$ cat src/rtl/uart_pkg.sv
// Shared UART definitions: frame geometry, default line rate, FSM state encoding.
package uart_pkg;

    localparam int unsigned DATA_BITS    = 8;
    localparam int unsigned FRAME_BITS   = 11;
    localparam int unsigned DEF_CLK_FREQ = 50_000_000;
    localparam int unsigned DEF_BAUD     = 115_200;

    typedef enum logic [2:0] {
        ST_IDLE,
        ST_START,
        ST_DATA,
        ST_PARITY,
        ST_STOP
    } uart_state_e;

    function automatic int unsigned clks_per_bit(input int unsigned clk_freq,
                                                 input int unsigned baud);
        return clk_freq / baud;
    endfunction

endpackage

$ cat src/rtl/uart_baud_tick.sv
// Bit-period counter: tick is high on the last cycle of each CLKS_PER_BIT-cycle period.
module uart_baud_tick #(
    parameter int unsigned CLKS_PER_BIT = 434
) (
    input  logic clk,
    input  logic rst,
    input  logic clear,
    output logic tick
);

    localparam int unsigned CW = (CLKS_PER_BIT > 1) ? $clog2(CLKS_PER_BIT) : 1;
    localparam logic [CW-1:0] LAST = CW'(CLKS_PER_BIT - 1);

    logic [CW-1:0] cnt_q, cnt_d;

    assign tick = (cnt_q == LAST);

    always_comb begin
        cnt_d = cnt_q + CW'(1);
        if (clear || tick) begin
            cnt_d = '0;
        end
    end

    always_ff @(posedge clk) begin
        if (!rst) begin
            cnt_q <= '0;
        end else begin
            cnt_q <= cnt_d;
        end
    end

endmodule

$ cat src/rtl/uart_tx.sv
// UART transmitter: start, 8 data bits LSB first, parity, stop; all outputs registered.
module uart_tx
    import uart_pkg::*;
#(
    parameter int unsigned CLK_FREQ   = DEF_CLK_FREQ,
    parameter int unsigned BAUD       = DEF_BAUD,
    parameter bit          PARITY_ODD = 1'b0
) (
    input  logic       clk,
    input  logic       rst,
    input  logic [7:0] tx_data,
    input  logic       tx_start,
    output logic       tx_busy,
    output logic       tx_done,
    output logic       UART_Tx
);

    localparam int unsigned CLKS_PER_BIT = clks_per_bit(CLK_FREQ, BAUD);

    uart_state_e          state_q, state_d;
    logic [DATA_BITS-1:0] shift_q, shift_d;
    logic [2:0]           idx_q, idx_d;
    logic                 par_q, par_d;
    logic                 line_q, line_d;
    logic                 busy_q, busy_d;
    logic                 done_q, done_d;
    logic                 clear;
    logic                 tick;

    uart_baud_tick #(
        .CLKS_PER_BIT(CLKS_PER_BIT)
    ) u_baud (
        .clk  (clk),
        .rst  (rst),
        .clear(clear),
        .tick (tick)
    );

    always_comb begin
        state_d = state_q;
        shift_d = shift_q;
        idx_d   = idx_q;
        par_d   = par_q;
        done_d  = 1'b0;
        unique case (state_q)
            ST_IDLE: begin
                if (tx_start) begin
                    shift_d = tx_data;
                    par_d   = (^tx_data) ^ PARITY_ODD;
                    state_d = ST_START;
                end
            end
            ST_START: begin
                if (tick) state_d = ST_DATA;
            end
            ST_DATA: begin
                if (tick) begin
                    shift_d = shift_q >> 1;
                    if (idx_q == 3'd7) begin
                        idx_d   = '0;
                        state_d = ST_PARITY;
                    end else begin
                        idx_d = idx_q + 3'd1;
                    end
                end
            end
            ST_PARITY: begin
                if (tick) state_d = ST_STOP;
            end
            ST_STOP: begin
                if (tick) begin
                    state_d = ST_IDLE;
                    done_d  = 1'b1;
                end
            end
            default: state_d = ST_IDLE;
        endcase

        // Counter is held in IDLE so every bit period starts from zero.
        clear = (state_q == ST_IDLE) || (state_d != state_q);

        // Outputs derive from next state so they are flop-driven yet aligned with it.
        unique case (state_d)
            ST_START:  line_d = 1'b0;
            ST_DATA:   line_d = shift_d[0];
            ST_PARITY: line_d = par_d;
            default:   line_d = 1'b1;
        endcase
        busy_d = (state_d != ST_IDLE);
    end

    always_ff @(posedge clk) begin
        if (!rst) begin
            state_q <= ST_IDLE;
            shift_q <= '0;
            idx_q   <= '0;
            par_q   <= 1'b0;
            line_q  <= 1'b1;
            busy_q  <= 1'b0;
            done_q  <= 1'b0;
        end else begin
            state_q <= state_d;
            shift_q <= shift_d;
            idx_q   <= idx_d;
            par_q   <= par_d;
            line_q  <= line_d;
            busy_q  <= busy_d;
            done_q  <= done_d;
        end
    end

    assign UART_Tx = line_q;
    assign tx_busy = busy_q;
    assign tx_done = done_q;

endmodule

$ cat config.mk
export PLATFORM = sky130hd
export DESIGN_NAME = uart_tx
export DESIGN_NICKNAME = d
export VERILOG_FILES = /design/src/rtl/uart_pkg.sv /design/src/rtl/uart_baud_tick.sv /design/src/rtl/uart_tx.sv
export SDC_FILE = /design/constraint.sdc
export NUM_CORES = 1
export LEC_CHECK = 0
export ABC_CLOCK_PERIOD_IN_PS = 3800
export CAP_MARGIN = 25
export CORE_MARGIN = 2
export CORE_UTILIZATION = 23
export DETAILED_ROUTE_END_ITERATION = 16
export GPL_ROUTABILITY_DRIVEN = 0
export PLACE_DENSITY = 0.39
export SLEW_MARGIN = 10
export SYNTH_ARGS = -nofsm -noshare
export SYNTH_HDL_FRONTEND = slang
export SYNTH_SLANG_ARGS = --single-unit
$ cat constraint.sdc
create_clock -name clk -period 3.8 [get_ports clk]
set_input_delay 0.76 -clock clk [delete_from_list [all_inputs] [get_ports clk]]
set_output_delay 0.76 -clock clk [all_outputs]
set_load 0.03 [all_outputs]
==> metrics, run 1 <==
DRC 0; crit-path leading delay family buffers and inverters; Seq pwr share 0.572; Fin. Hold Viols 0; worst hold slack approximately 460 ps; #FFs+latches synth 27; Max VDD drop 0.000142 V; clk buf depth 2; Final Skew 4.85 ps; total setup buffers inserted after CTS 0; synth warn 0; switching pwr ~120 uW; Setup crit start kind register; Inserted Clock Buffers 3; setup violators final 0; Row Count 26; DP HPWL 1780 um; fillers 547; commonest non-fill, non-tap cell in the layout dfxtp_1; clock power share 0.305; GRT Util Overall 0.0840; P_int 401 uW; die width 77.8 um; syn_nets 152; Layout Nets approximately 170; mapped cell area 1250 um2; post-synthesis cell type count 34; drt first-iter violations 37; CP endpoint kind output pin; ANT nets after route 0; Reg clk slew, reported paths ~90 ps; max_cap viols 0; Syn Inst Count 137; first-pass GRT wire length roughly 4000 um; Crit Path Max Fanout 1; Final Critical Period around 2000 ps; GRT Residual Overflow 0; # resized after CTS 0; Hold Crit Class reg -> reg; Starting Density 0.242; Ports 14; Seq. cell area 541 um2; clock sink total 27; area of the multi-input gates 664 um2; combinational fraction of design power 0.123; critical path's slowest cell clkdlybuf4s50_1; leakage slightly above 0.0005 uW; power per cell area 352 nW/um2; RSZ-0062 raised after global routing no; max incr delay on CP 660 ps; syn avg cell area 9.15 um2; most frequent cells in the layout dfxtp_1, nor2_1, clkdlybuf4s50_1; crit path buf inv count 1; Worst-Skew Late Latency 260 ps; total negative slack 0 ps; register area share after synthesis 0.431; WL final about 2300 um; worst-path cell chain clkdlybuf4s50_1; Die Area 6060 um2; relative slew slack 0.612; Die H 77.8 um; fin crit share 0.527; Slew Limit Fails 0; largest net degree at the start of global routing 16; Core ar. 5170 um2; worst-margin pin slew 581 ps; initial antenna violation count 0; Area growth syn-to-layout 18.3%; via count 931; Antenna Cells 0; Hold Buf Count CTS 0; data required time of the critical path a little over 3000 ps; Worst EP arrival 1240 ps; Vias per Instance 4.23; Switching Share 0.232; crit path kind reg -> out; fraction of layout cells with a size suffix above 1 0.0533; wire per inst 10.5 um; PortBufs 13; status completed; H-tree depth 1; DRT Pass-1 Iters 4; CTS tree done; number of global-route vias before repair 913; FMAX 500 MHz; Root Driver clkbuf_8
[cell usage after synthesis]
| library cell | instances | area share |
|---|---|---|
| dfxtp_1 | 27 | 0.43 |
| nor2_1 | 24 | 0.072 |
| nand2_1 | 11 | 0.033 |
| xnor2_1 | 10 | 0.070 |
| a21oi_1 | 9 | 0.036 |
| nand3_1 | 7 | 0.028 |
| a22oi_1 | 6 | 0.036 |
| mux2i_1 | 5 | 0.040 |
| ha_1 | 4 | 0.040 |
| xor2_1 | 4 | 0.028 |
| inv_1 | 3 | 0.0090 |
| and3_1 | 2 | 0.010 |
| buf_6 | 2 | 0.018 |
| or3_1 | 2 | 0.010 |
| or3b_1 | 2 | 0.014 |
| a22o_1 | 1 | 0.0070 |
| a311oi_1 | 1 | 0.0070 |
| and3_4 | 1 | 0.0090 |
| and4b_1 | 1 | 0.0080 |
| and4bb_2 | 1 | 0.010 |
| buf_4 | 1 | 0.0060 |
| clkbuf_1 | 1 | 0.0030 |
| inv_2 | 1 | 0.0030 |
| nand4b_1 | 1 | 0.0070 |
| nand4bb_1 | 1 | 0.0090 |
| nor2_2 | 1 | 0.0050 |
| nor2b_1 | 1 | 0.0050 |
| nor3_4 | 1 | 0.013 |
| nor3b_1 | 1 | 0.0060 |
| nor4_1 | 1 | 0.0050 |
| o21a_1 | 1 | 0.0060 |
| o21ai_0 | 1 | 0.0040 |
| o311ai_1 | 1 | 0.0070 |
| o31ai_1 | 1 | 0.0060 |
[layout make-up]
class,count,area share
Multi-Input combinational cell,102,0.448
Sequential cell,27,0.365
Timing Repair Buffer,13,0.0878
Tap cell,70,0.0591
Clock buffer,4,0.0304
Inverter,4,0.0101
[path summary, 6_finish.rpt]
path,start,endpoint,slack [ps],depth (start not counted)
max reg2reg,state_q[1],UART_Tx,1850,5
min reg2reg,shift_q[3],shift_q[3],460,2
min,shift_q[3],shift_q[3],460,2
max,UART_Tx,UART_Tx,1800,1
[power by group through the flow]
stage / Combinational, uW / Clock (uW) / Sequential (uW)
after floorplan: 42.2 / 0 / 308
after global placement: 64.9 / 0 / 305
after detailed placement: 65.2 / 0 / 305
after CTS: 65.3 / 172 / 299
after global routing: 71.8 / 179 / 300
final: 64.1 / 159 / 299
[metrics by stage]
stage	area (um2)	worst slack (ps)	util	cells	power (uW)
floorplan	1250	2080	-	137	350
global placement	1440	1620	0.278	216	370
detailed placement	1440	1600	0.278	216	370
CTS	1480	1770	0.287	220	536
global route	1480	1690	0.287	220	551
finish	1480	1800	0.287	220	522
[kinds of logic after synthesis]
kind of cell,count (synthesis),share of synthesized area
compound gates,21,0.109
xor+xnor,14,0.0978
buf+inv,8,0.0389
flops,27,0.431
mux,5,0.0399
simple gates,58,0.244
fa+ha+maj,4,0.0399
[flip-flops by register name, summed over array words and instances (netlist names)]
signal / cells
idx_q: 3
tx_done: 1
u_baud.cnt_q: 9
tx_busy: 1
UART_Tx: 1
shift_q: 8
state_q: 3
par_q: 1
[routing by layer]
| metal | wire (um) | part of all wire | global-route usage |
|---|---|---|---|
| met3 | 49 | 0.021 | 0.0209 |
| met4 | 15 | 0.0065 | 0.0268 |
| met2 | 1080 | 0.47 | 0.135 |
| met5 | 0 | 0 | 0 |
| met1 | 1160 | 0.50 | 0.110 |
(Power assumes the default switching activity.)
==> inputs of run 2 (changes only) <==
Settings changed: ABC_CLOCK_PERIOD_IN_PS 3800 to 2000.
Clock period 3.8 ns to 2 ns, I/O delays scaled along.
==> metrics, run 2 (synthesis gave the netlist of run 1 again) <==
Max VDD drop 0.000225 V (+59%); hold path depth 2 (unchanged); data required time of the critical path 2150 ps (-890 ps); Final Critical Period 1740 ps; Worst R2R Path Depth 6 (+1); Core ar. 5170 um2 (unchanged); Fin. Hold Viols 0 (unchanged); met1 GRT Util 0.116 (+0.00695); WL final 2450 um (+6.3%); DRC 0 (unchanged); Slew Limit Fails 0 (unchanged); Antenna Cells 0 (unchanged); ANT nets after route 0 (unchanged); Die H 77.8 um (unchanged); Regs by FF count u_baud.cnt_q (9), shift_q (8); DP HPWL 1850 um (+3.8%); Worst EP arrival 1890 ps (+650 ps); # resized after CTS 0 (unchanged); Layout Nets 169 (+1.8%); commonest non-fill, non-tap cell in the layout dfxtp_1; first-pass GRT wire length 4260 um (+4.2%); grt met2 use 0.131 (-0.00431); number of global-route vias before repair 952 (+4.3%); Reg2Reg Capture Point shift_q[1]; total negative slack 0 ps (unchanged); max incr delay on CP 440 ps (-220 ps); Area growth syn-to-layout 20.2%; most frequent cells in the layout dfxtp_1, nor2_1, clkdlybuf4s50_1; GRT Util Overall 0.0883 (+0.00435); power per cell area 666 nW/um2 (+89%); status completed; CP endpoint kind register; Largest register FFs 9 (unchanged); largest net degree at the start of global routing 16 (unchanged); leakage 0.000532 uW (+3.7%); Ports 14 (unchanged); Worst-Skew Late Latency 270 ps (about the same); power consumption 1000 uW (+92%); Vias per Instance 4.39 (+3.7%); crit-path leading delay family simple AND/OR/NAND/NOR gates; routing usage on met3 0.0256 (+0.00465); worst r2r src state_q[1]; fin crit share 0.872; H-tree depth 1 (unchanged); initial antenna violation count 0 (unchanged); HP Start shift_q[6]; Die Area 6060 um2 (unchanged); fraction of layout cells with a size suffix above 1 0.0784 (+0.0251); DRT Pass-1 Iters 2 (-2); Layout Cells excl Fill 223 (+1.4%); clock sink total 27 (unchanged); gr busiest metal met2; Placed Cells 219 (+1.4%); worst-margin pin slew 480 ps (-101 ps); critical path's slowest cell or3b_1; wire per inst 11.0 um (+4.9%); CTS tree done; max_cap viols 0 (unchanged); via count 979 (+5.2%); clk buf depth 2 (unchanged); setup slack, reg-to-reg 260 ps (-1590 ps); Reg clk slew, reported paths 90 ps (about the same); Hold Crit Class reg -> reg; relative slew slack 0.680 (+0.0681); post-layout util 0.291 (+0.00460); Crit Path Max Fanout 6 (+5); Inserted Clock Buffers 3 (unchanged); Setup crit start kind register; PortBufs 13 (unchanged); die width 77.8 um (unchanged); Hold Buf Count CTS 0 (unchanged); setup violators final 0 (unchanged); crit path kind reg -> reg; FMAX 574 MHz; Starting Density 0.242 (unchanged); GRT Residual Overflow 0 (unchanged); Final Skew 0.894 ps (-3.95 ps); Top reg by flops u_baud.cnt_q; worst-path cell chain or3b_1, nor3_4, buf_4, nor2_1, nand2_1, a21oi_1; Root Driver clkbuf_8; Row Count 26 (unchanged); RSZ-0062 raised after global routing no; total setup buffers inserted after CTS 0 (unchanged); Hold EP shift_q[6]; drt first-iter violations 34 (-8.1%); crit path buf inv count 1 (unchanged)
==> run 2: cell types whose count changed in the layout (fill, tap and decap cells not counted), sizes merged <==
cell    delta
buf        +3
clkbuf     -1
clkinv     +1
==> run 2: tightest hold or removal path: stages, from the launching register on <==
cell,delay [ps]
dfxtp_1,320
nand2_1,50
a21oi_1,60
==> run 2: layout make-up <==
cell class / count / area [um2]
Clock buffer: 3 / 41.3
Sequential cell: 27 / 541
Clock inverter: 1 / 5.00
Tap cell: 70 / 87.6
Multi-Input combinational cell: 102 / 664
Timing Repair Buffer: 16 / 153
Fill cell: 565 / 3670
Inverter: 4 / 15.0
==> run 2: where the power goes <==
part | leakage, uW | internal [uW] | total [uW] | switching [uW]
registers | 0.000220 | 557 | 568 | 10.6
logic | 0.000287 | 62.2 | 123 | 61.3
clock network | 0.0000255 | 140 | 313 | 173
==> run 2: worst max-delay path by stage <==
stage | startpoint | endpoint | slack (ps) | cells past startpoint
floorplan | u_baud.cnt_q[0] | UART_Tx | 520 | 6
global placement | tx_data[1] | UART_Tx | 170 | 6
detailed placement | tx_data[7] | UART_Tx | 140 | 6
CTS | u_baud.cnt_q[0] | UART_Tx | 260 | 6
global route | u_baud.cnt_q[1] | shift_q[3] | 140 | 8
finish | state_q[1] | shift_q[1] | 260 | 6
==> run 2: routing by layer <==
| layer | routed length (um) | part of all wire |
|---|---|---|
| met3 | 88 | 0.036 |
| met5 | 0 | 0 |
| met2 | 1060 | 0.43 |
| met4 | 40 | 0.016 |
| met1 | 1260 | 0.51 |
==> run 2: per-stage QoR <==
step	cell area (um2)	worst slack [ps]	hold slack, ps
final	1510	256	466
after floorplan	1250	517	430
after global placement	1460	174	447
after global routing	1510	138	483
after detailed placement	1460	137	456
after CTS	1510	258	471
